--- config.mk ---
export PLATFORM = sky130hd
export DESIGN_NAME = bhg_pattern_filler
export DESIGN_NICKNAME = d
export VERILOG_FILES = /design/src/rtl/bhg_pattern_pkg.sv /design/src/rtl/bhg_pattern_addr_gen.sv /design/src/rtl/bhg_pattern_filler.sv
export SDC_FILE = /design/constraint.sdc
export NUM_CORES = 2
export LEC_CHECK = 0
export CORE_MARGIN = 2
export CORE_UTILIZATION = 39
export CTS_BUF_LIST = sky130_fd_sc_hd__clkbuf_16
export DETAILED_ROUTE_END_ITERATION = 8
export GPL_TIMING_DRIVEN = 0
export MAX_ROUTING_LAYER = met4
export PLACE_DENSITY = 0.56
export SETUP_SLACK_MARGIN = 0.1
export SLEW_MARGIN = 20
export SYNTH_ARGS = -nofsm -noshare
export SYNTH_HDL_FRONTEND = slang
export SYNTH_SLANG_ARGS = --single-unit
--- constraint.sdc ---
create_clock -name CLK -period 10.5 [get_ports CLK]
set_input_delay 1.05 -clock CLK [delete_from_list [all_inputs] [get_ports CLK]]
set_output_delay 1.05 -clock CLK [all_outputs]
set_load 0.1 [all_outputs]
--- src/rtl/bhg_pattern_pkg.sv ---
// Shared types and constants for the pattern filler.
//   fill_mode_t   : pattern select (solid, LFSR snow, colour bars, checkerboard)
//   fill_state_t  : filler control FSM states
//   BAR_COLORS    : eight 32-bit ARGB colour-bar entries, left to right
//   LFSR_TAPS     : right-shifting Galois LFSR feedback mask for snow
//   lanes_mask()  : byte-enable pattern for a pixel at a given byte lane
package bhg_pattern_pkg;

    typedef enum logic [1:0] {
        MODE_SOLID = 2'd0,
        MODE_SNOW  = 2'd1,
        MODE_BARS  = 2'd2,
        MODE_CHECK = 2'd3
    } fill_mode_t;

    typedef enum logic [1:0] {
        ST_IDLE   = 2'd0,
        ST_SETUP  = 2'd1,
        ST_WRITE  = 2'd2,
        ST_FINISH = 2'd3
    } fill_state_t;

    localparam logic [31:0] BAR_COLORS [8] = '{
        32'hFFFF_FFFF,  // white
        32'hFFFF_FF00,  // yellow
        32'hFF00_FFFF,  // cyan
        32'hFF00_FF00,  // green
        32'hFFFF_00FF,  // magenta
        32'hFFFF_0000,  // red
        32'hFF00_00FF,  // blue
        32'hFF00_0000   // black
    };

    localparam logic [31:0] LFSR_TAPS = 32'h8020_0003;

    // pixel_bytes is 1, 2 or 4; lane is the byte offset within the data word.
    // The lane is aligned down to the pixel size before shifting the enables.
    function automatic logic [15:0] lanes_mask(input logic [2:0] pixel_bytes,
                                               input logic [3:0] lane);
        logic [3:0]  aligned;
        logic [15:0] ones;
        aligned = lane & ~(4'(pixel_bytes) - 4'd1);
        ones    = (16'd1 << pixel_bytes) - 16'd1;
        return ones << aligned;
    endfunction

endpackage

--- src/rtl/bhg_pattern_addr_gen.sv ---
// Geometry engine for the pattern filler: latches the request, clips the
// rectangle to the bitmap, computes the start address and walks x/y/address.
//   load        : latch rectangle, bitmap size, base address and pixel size
//   setup_clip  : register clipped bounds (first SETUP cycle)
//   setup_addr  : register start address from the clipped origin (second SETUP cycle)
//   step        : advance to the next pixel after an accepted write
//   empty       : clipped rectangle has no pixels (valid from the cycle after load)
//   pix_shift   : log2 of bytes per pixel (0, 1 or 2)
//   x, y, addr  : absolute coordinates and 32-bit byte address of current pixel
//   last        : current pixel is the final one of the rectangle
module bhg_pattern_addr_gen (
    input  logic        CLK,
    input  logic        reset,
    input  logic        load,
    input  logic        setup_clip,
    input  logic        setup_addr,
    input  logic        step,
    input  logic [15:0] rect_x,
    input  logic [15:0] rect_y,
    input  logic [15:0] rect_w,
    input  logic [15:0] rect_h,
    input  logic [2:0]  pixel_bytes,
    input  logic [31:0] base_addr,
    input  logic [15:0] bitmap_w,
    input  logic [15:0] bitmap_h,
    output logic        empty,
    output logic [1:0]  pix_shift,
    output logic [15:0] x,
    output logic [15:0] y,
    output logic [31:0] addr,
    output logic        last
);

    logic [15:0] rx_q, ry_q, rw_q, rh_q, bw_q, bh_q;
    logic [31:0] base_q;
    logic [1:0]  sh_q;
    logic [15:0] x0_q, y0_q, x_last_q, y_last_q, x_q, y_q;
    logic [31:0] addr_q, row_addr_q;

    logic signed [17:0] xs, ys, xe, ye, wl, hl, cx0, cy0, cx1, cy1;
    logic [31:0] lin_pix, start_addr, stride, pix_step;

    // Clip in 18-bit signed space: origin is signed 16, size unsigned 16,
    // so the exclusive end coordinate cannot overflow.
    always_comb begin
        xs  = {{2{rx_q[15]}}, rx_q};
        ys  = {{2{ry_q[15]}}, ry_q};
        xe  = xs + $signed({2'b00, rw_q});
        ye  = ys + $signed({2'b00, rh_q});
        wl  = {{2{bw_q[15]}}, bw_q};
        hl  = {{2{bh_q[15]}}, bh_q};
        cx0 = (xs < 18'sd0) ? 18'sd0 : xs;
        cy0 = (ys < 18'sd0) ? 18'sd0 : ys;
        cx1 = (xe > wl) ? wl : xe;
        cy1 = (ye > hl) ? hl : ye;
        empty = (cx1 <= cx0) || (cy1 <= cy0);
    end

    // Multiplier operands are registers (clipped y0 and bitmap width).
    always_comb begin
        pix_step   = 32'd1 << sh_q;
        stride     = 32'(bw_q) << sh_q;
        lin_pix    = 32'(y0_q) * 32'(bw_q) + 32'(x0_q);
        start_addr = base_q + (lin_pix << sh_q);
    end

    always_ff @(posedge CLK or negedge reset) begin
        if (!reset) begin
            rx_q       <= '0;
            ry_q       <= '0;
            rw_q       <= '0;
            rh_q       <= '0;
            bw_q       <= '0;
            bh_q       <= '0;
            base_q     <= '0;
            sh_q       <= '0;
            x0_q       <= '0;
            y0_q       <= '0;
            x_last_q   <= '0;
            y_last_q   <= '0;
            x_q        <= '0;
            y_q        <= '0;
            addr_q     <= '0;
            row_addr_q <= '0;
        end else begin
            if (load) begin
                rx_q   <= rect_x;
                ry_q   <= rect_y;
                rw_q   <= rect_w;
                rh_q   <= rect_h;
                bw_q   <= bitmap_w;
                bh_q   <= bitmap_h;
                base_q <= base_addr;
                sh_q   <= (pixel_bytes == 3'd1) ? 2'd0 :
                          (pixel_bytes == 3'd2) ? 2'd1 : 2'd2;
            end
            if (setup_clip) begin
                x0_q     <= cx0[15:0];
                y0_q     <= cy0[15:0];
                x_last_q <= 16'(cx1 - 18'sd1);
                y_last_q <= 16'(cy1 - 18'sd1);
                x_q      <= cx0[15:0];
                y_q      <= cy0[15:0];
            end
            if (setup_addr) begin
                addr_q     <= start_addr;
                row_addr_q <= start_addr;
            end else if (step) begin
                if (x_q == x_last_q) begin
                    x_q        <= x0_q;
                    y_q        <= y_q + 16'd1;
                    row_addr_q <= row_addr_q + stride;
                    addr_q     <= row_addr_q + stride;
                end else begin
                    x_q    <= x_q + 16'd1;
                    addr_q <= addr_q + pix_step;
                end
            end
        end
    end

    assign pix_shift = sh_q;
    assign x         = x_q;
    assign y         = y_q;
    assign addr      = addr_q;
    assign last      = (x_q == x_last_q) && (y_q == y_last_q);

endmodule

--- src/rtl/bhg_pattern_filler.sv ---
// Fills a clipped bitmap rectangle in DDR3 with a solid, snow, colour-bar or
// checkerboard pattern, one pixel write per accepted handshake.
//   CLK, reset           : clock, asynchronous active-low reset
//   start, abort         : begin a fill (IDLE only) / cancel the fill in progress
//   mode, color          : pattern select and primary colour
//   rect_*               : rectangle origin (signed) and size (unsigned)
//   DISP_*               : pixel size, base address and bitmap dimensions
//   write_busy_in        : write port backpressure
//   write_req/adr/data/mask_out : write request with byte-lane enables
//   busy, done           : fill in progress / one-cycle completion pulse
module bhg_pattern_filler
    import bhg_pattern_pkg::*;
#(
    parameter int unsigned PORT_ADDR_SIZE  = 25,
    parameter int unsigned PORT_DATA_WIDTH = 32,
    parameter logic [31:0] LFSR_SEED       = 32'hACE1_2357,
    parameter int unsigned BAR_SHIFT       = 6,
    parameter int unsigned CHK_SHIFT       = 3
) (
    input  logic                         CLK,
    input  logic                         reset,
    input  logic                         start,
    input  logic                         abort,
    input  logic [1:0]                   mode,
    input  logic [31:0]                  color,
    input  logic [15:0]                  rect_x,
    input  logic [15:0]                  rect_y,
    input  logic [15:0]                  rect_w,
    input  logic [15:0]                  rect_h,
    input  logic [2:0]                   DISP_pixel_bytes,
    input  logic [31:0]                  DISP_mem_addr,
    input  logic [15:0]                  DISP_bitmap_width,
    input  logic [15:0]                  DISP_bitmap_height,
    input  logic                         write_busy_in,
    output logic                         write_req_out,
    output logic [PORT_ADDR_SIZE-1:0]    write_adr_out,
    output logic [PORT_DATA_WIDTH-1:0]   write_data_out,
    output logic [PORT_DATA_WIDTH/8-1:0] write_mask_out,
    output logic                         busy,
    output logic                         done
);

    localparam int unsigned NB        = PORT_DATA_WIDTH / 8;
    localparam int unsigned LANE_BITS = $clog2(NB);

    fill_state_t state;
    fill_mode_t  mode_q;
    logic        setup_phase;
    logic [31:0] color_q;
    logic [31:0] lfsr, lfsr_next;

    logic        in_write, accept;
    logic        gen_empty, gen_last;
    logic [1:0]  gen_shift;
    logic [15:0] gen_x, gen_y;
    logic [31:0] gen_addr;

    logic [2:0]  pb_bytes;
    logic [1:0]  byte_sel_mask, byte_sel;
    logic [31:0] pix_val;
    logic [PORT_DATA_WIDTH-1:0] data_word;
    logic [15:0] full_mask;
    logic        unused_gen;

    assign in_write = (state == ST_WRITE);
    // abort wins over a same-cycle handshake: the request is withdrawn.
    assign accept   = in_write && !abort && !write_busy_in;

    // The displayed snow value is one step ahead of the register, so the
    // register only advances when the shown pixel is taken.
    assign lfsr_next = lfsr[0] ? ((lfsr >> 1) ^ LFSR_TAPS) : (lfsr >> 1);

    bhg_pattern_addr_gen u_addr_gen (
        .CLK         (CLK),
        .reset       (reset),
        .load        ((state == ST_IDLE) && start),
        .setup_clip  ((state == ST_SETUP) && !setup_phase),
        .setup_addr  ((state == ST_SETUP) && setup_phase),
        .step        (accept),
        .rect_x      (rect_x),
        .rect_y      (rect_y),
        .rect_w      (rect_w),
        .rect_h      (rect_h),
        .pixel_bytes (DISP_pixel_bytes),
        .base_addr   (DISP_mem_addr),
        .bitmap_w    (DISP_bitmap_width),
        .bitmap_h    (DISP_bitmap_height),
        .empty       (gen_empty),
        .pix_shift   (gen_shift),
        .x           (gen_x),
        .y           (gen_y),
        .addr        (gen_addr),
        .last        (gen_last)
    );

    always_ff @(posedge CLK or negedge reset) begin
        if (!reset) begin
            state       <= ST_IDLE;
            mode_q      <= MODE_SOLID;
            setup_phase <= 1'b0;
            color_q     <= '0;
            lfsr        <= LFSR_SEED;
        end else begin
            case (state)
                ST_IDLE: begin
                    if (start) begin
                        state       <= ST_SETUP;
                        setup_phase <= 1'b0;
                        mode_q      <= fill_mode_t'(mode);
                        color_q     <= color;
                    end
                end
                ST_SETUP: begin
                    // First cycle clips; an empty result skips the address cycle.
                    if (abort) begin
                        state <= ST_FINISH;
                    end else if (!setup_phase) begin
                        if (gen_empty) state <= ST_FINISH;
                        else           setup_phase <= 1'b1;
                    end else begin
                        state <= ST_WRITE;
                    end
                end
                ST_WRITE: begin
                    if (abort) begin
                        state <= ST_FINISH;
                    end else if (accept) begin
                        lfsr <= lfsr_next;
                        if (gen_last) state <= ST_FINISH;
                    end
                end
                ST_FINISH: state <= ST_IDLE;
                default:   state <= ST_IDLE;
            endcase
        end
    end

    always_comb begin
        pix_val = color_q;
        case (mode_q)
            MODE_SOLID: pix_val = color_q;
            MODE_SNOW:  pix_val = lfsr_next;
            MODE_BARS:  pix_val = BAR_COLORS[gen_x[BAR_SHIFT+2:BAR_SHIFT]];
            MODE_CHECK: pix_val = (gen_x[CHK_SHIFT] ^ gen_y[CHK_SHIFT]) ? ~color_q : color_q;
            default:    pix_val = color_q;
        endcase
    end

    // Replicate the low pixel bytes across the whole port word.
    always_comb begin
        pb_bytes      = 3'b001 << gen_shift;
        byte_sel_mask = 2'(pb_bytes - 3'd1);
        byte_sel      = '0;
        data_word     = '0;
        for (int unsigned i = 0; i < NB; i++) begin
            byte_sel = 2'(i) & byte_sel_mask;
            data_word[8*i +: 8] = pix_val[8*byte_sel +: 8];
        end
        full_mask = lanes_mask(pb_bytes, 4'(gen_addr[LANE_BITS-1:0]));
    end

    assign write_req_out  = in_write && !abort;
    assign write_adr_out  = in_write ? gen_addr[PORT_ADDR_SIZE-1:0] : '0;
    assign write_data_out = in_write ? data_word : '0;
    assign write_mask_out = in_write ? full_mask[NB-1:0] : '0;
    assign busy           = (state == ST_SETUP) || (state == ST_WRITE);
    assign done           = (state == ST_FINISH);

    assign unused_gen = ^{gen_x, gen_y, gen_addr};

endmodule

==> reports/results.tsv <==
stage	metric	value	unit
placement	Placer Congestion	0.938	
setup_path	first element of the critical path	u_addr_gen.bw_q[9]$_DFFE_PN0P_	
sta	Tmin final	9.65	ns
floorplanning	initial core utilization	39.3	%
cells_and_area	commonest non-fill, non-tap cell in the layout	nand2_1	
placement	Setup WS pre-CTS	0.946	ns
logic_synthesis	Mapped Cells	3610	
global_route	Total GRT Usage	25.9	%
sta	setup ws final	0.853	ns
clock_network	Post-CTS Resized	0	
global_route	first-pass GRT wire length	164000	µm
clock_network	CTS tree	done	
clock_network	CTS Root Cell	clkbuf_16	
logic_synthesis	syn_nets	4204	
floorplanning	Die H	291	µm
setup_path	peak fanout along the critical path	10	
logic_synthesis	Post-synth EDFFs	0	
cells_and_area	FILL cells	8144	
clock_network	clock buffer count from CTS	42	
floorplanning	core area	81700	µm²
status	status	finished clean	
logic_synthesis	Yosys cell types	97	
clock_network	post-cts hold buffer count	0	
sta	Max Freq	104	MHz
floorplanning	Die ar.	84600	µm²
route	Initial DRC Count	1871	
sta	Worst Tran Pin Value	1.12	ns
global_route	largest net degree at the start of global routing	90	
cells_and_area	post-layout util	45.5	%
logic_synthesis	part of the Yosys area used for sequential elements	26.3	%
setup_path	Critical Path AT	10.07	ns
setup_path	Most Frequent Cell on Critical Path	fa_1	
setup_path	WS Path Type	flip-flop to flip-flop	
floorplanning	Die Span X	291	µm
clock_network	Clock transition at path regs	0.06	ns
global_route	antenna violations before repair	2	
cells_and_area	most frequent cells in the layout	480 x nand2_1, 368 x inv_1, 320 x dfrtp_1, 237 x ha_1, 225 x clkdlybuf4s50_1	
setup_path	crit end category	flip-flop	
sta	Slew Limit Fails	0	
clock_network	clock sink count	336	
route	vias post-DR	27300	
setup_path	Worst EP required	10.93	ns
route	Via density	5.48	
global_route	grt total ovfl	0	
logic_synthesis	Seq cells post-synth	336	
route	routed len/inst	21.5	µm
setup_path	Crit-path slowest cell	clkbuf_1	
route	drt total wl	107000	µm
sta	final setup vio count	0	
setup_path	Critical Path Start Type	flip-flop	
clock_network	postcts setup bufs	0	
clock_network	clk_lat worst skew	0.57	ns
sta	RSZ-0062 raised after global routing	no	
cells_and_area	area grow syn2layout	15.8	%
clock_network	H-Tree Depth	2	
run	max capacitance violation total	0	
placement	Post-DP Area	35800	µm²
placement	post-DP HPWL	86100	µm
cells_and_area	layout cells sized above 1	8.48	%
setup_path	max incr delay on CP	0.63	ns
logic_synthesis	Post-synth ARST share	100	%
cells_and_area	fin area	37200	µm²
logic_synthesis	mapped cell area	32100	µm²
cells_and_area	post-layout net count	4477	
floorplanning	std cell rows	105	
global_route	vias in the first global route	27200	
route	drt drc	0	
clock_network	clock buffer depth	3	
setup_path	RR Startpoint	u_addr_gen.bw_q[9]$_DFFE_PN0P_	
route	First-pass DRT Iterations	8	
setup_path	flop2flop setup slack	0.85	ns
sta	Slew Limit Headroom	25.0	%
hold_path	worst hold path type	input pin to async pin	
logic_synthesis	YS warnings	0	
logic_synthesis	Post-synth top flop	dfrtp_1	
placement	IO buf count	226	
floorplanning	I/O pin cnt	234	
sta	final period utilization	91.9	%
sta	Max Clock Skew	0.0188	ns
cells_and_area	number of inserted diodes	0	
route	antenna-violating nets left	0	
logic_synthesis	Syn Area/Cell	8.88	µm²
sta	Fin. Hold Viols	0	
==> Yosys cell counts (all sizes together), types with 9 or more instances <==
| cell type | number | area, µm² |
|---|---|---|
| nand2 | 480 | 1800 |
| inv | 363 | 1360 |
| dfrtp | 320 | 8010 |
| ha | 237 | 2970 |
| o21ai | 202 | 1010 |
| mux2 | 189 | 2130 |
| fa | 187 | 3740 |
| nor2 | 179 | 674 |
| a21oi | 178 | 895 |
| and2 | 158 | 988 |
| clkbuf | 148 | 556 |
| xor2 | 105 | 920 |
| xnor2 | 89 | 780 |
| mux2i | 61 | 611 |
| nand3 | 59 | 295 |
| a21o | 57 | 428 |
| nor3 | 52 | 270 |
| a211oi | 45 | 355 |
| a31oi | 37 | 231 |
| o21a | 33 | 248 |
| and3 | 30 | 188 |
| nand2b | 29 | 181 |
| nand4 | 29 | 188 |
| nor2b | 28 | 175 |
| buf | 27 | 126 |
| a221oi | 24 | 210 |
| a21boi | 18 | 135 |
| nor4 | 18 | 134 |
| dfstp | 16 | 420 |
| o211ai | 15 | 118 |
| o31ai | 15 | 131 |
| and4 | 14 | 123 |
| mux4 | 13 | 293 |
| o21bai | 11 | 82.6 |
| or2 | 10 | 62.6 |
| a211o | 9 | 78.8 |
| or3 | 9 | 56.3 |
==> sequential cells by signal, indices dropped and copies added (netlist names) <==
signal / count
color_q: 32
lfsr: 32
u_addr_gen.addr: 25
u_addr_gen.base_q: 25
u_addr_gen.row_addr_q: 25
u_addr_gen.bh_q: 16
u_addr_gen.bw_q: 16
u_addr_gen.rh_q: 16
u_addr_gen.rw_q: 16
u_addr_gen.rx_q: 16
u_addr_gen.ry_q: 16
u_addr_gen.x: 16
u_addr_gen.x_last_q: 16
u_addr_gen.y: 16
u_addr_gen.y_last_q: 16
u_addr_gen.x0_q: 15
u_addr_gen.y0_q: 15
mode_q: 2
state: 2
u_addr_gen.pix_shift: 2
setup_phase: 1
==> per-stage QoR <==
step,cells,setup TNS [ns],hold WS [ns]
4_1_cts,4984,0,0.463
5_1_grt,4984,0,0.476
6_report,4984,0,0.447
3_3_place_gp,4906,-2328.16,0.455
3_5_place_dp,4909,0,0.458
2_1_floorplan,3610,0,0.440
==> worst max-delay path, delay by kind of cell, from the launching register on <==
family | cells | cell delay, ns
adder cells (fa/ha/maj) | 8 | 3.85
AO/OA/AOI/OAI | 10 | 1.91
buffers and inverters | 5 | 1.30
XOR/XNOR | 3 | 0.84
AND/OR/NAND/NOR | 6 | 0.73
flip-flops | 1 | 0.53
multiplexers | 1 | 0.30
==> final timing paths <==
check,endpoint,depth (start not counted)
worst min register to register,lfsr[26]$_DFFE_PN1P_,2
max in group asynchronous,u_addr_gen.y0_q[11]$_DFFE_PN0P_,3
min in group CLK,lfsr[26]$_DFFE_PN1P_,2
worst min-delay path,color_q[6]$_DFFE_PN0P_,1
worst max-delay path,u_addr_gen.row_addr_q[24]$_DFFE_PN0P_,33
worst max register to register,u_addr_gen.row_addr_q[24]$_DFFE_PN0P_,33
==> layout make-up <==
| cell class | count | area (µm²) | share of cell area (%) |
|---|---|---|---|
| tap | 1070 | 1340 | 3.60 |
| multi-input combinational | 2735 | 21600 | 58.1 |
| clock buffer | 43 | 1080 | 2.90 |
| inverter | 364 | 1370 | 3.68 |
| sequential | 336 | 8430 | 22.7 |
| buffer | 175 | 683 | 1.84 |
| clock inverter | 32 | 313 | 0.842 |
| timing repair buffer | 229 | 2350 | 6.32 |
==> cell families after synthesis <==
logic type	count (synthesis)	share of synthesized area (%)
and+or+nand+nor	1113	16.6
xor gates and xnor gates	195	5.37
adders and majority gates	424	20.9
DFF	336	26.3
AOI/OAI and AO/OA	740	15.0
muxes	263	9.45
buffers and inverters	539	6.39
==> layer usage <==
| layer | GRT usage (%) | vias to the layer above | routed length [µm] |
|---|---|---|---|
| met5 | - | - | 0 |
| met4 | 12.1 | 0 | 5720 |
| met3 | 3.82 | 210 | 5880 |
| met2 | 41.1 | 826 | 49400 |
| met1 | 32.5 | 13400 | 46200 |
| li1 | - | 12900 | - |
Power is left out: the tool's default activity adds up to more than one toggle a clock period on the data nets, which glitch-free logic cannot reach.
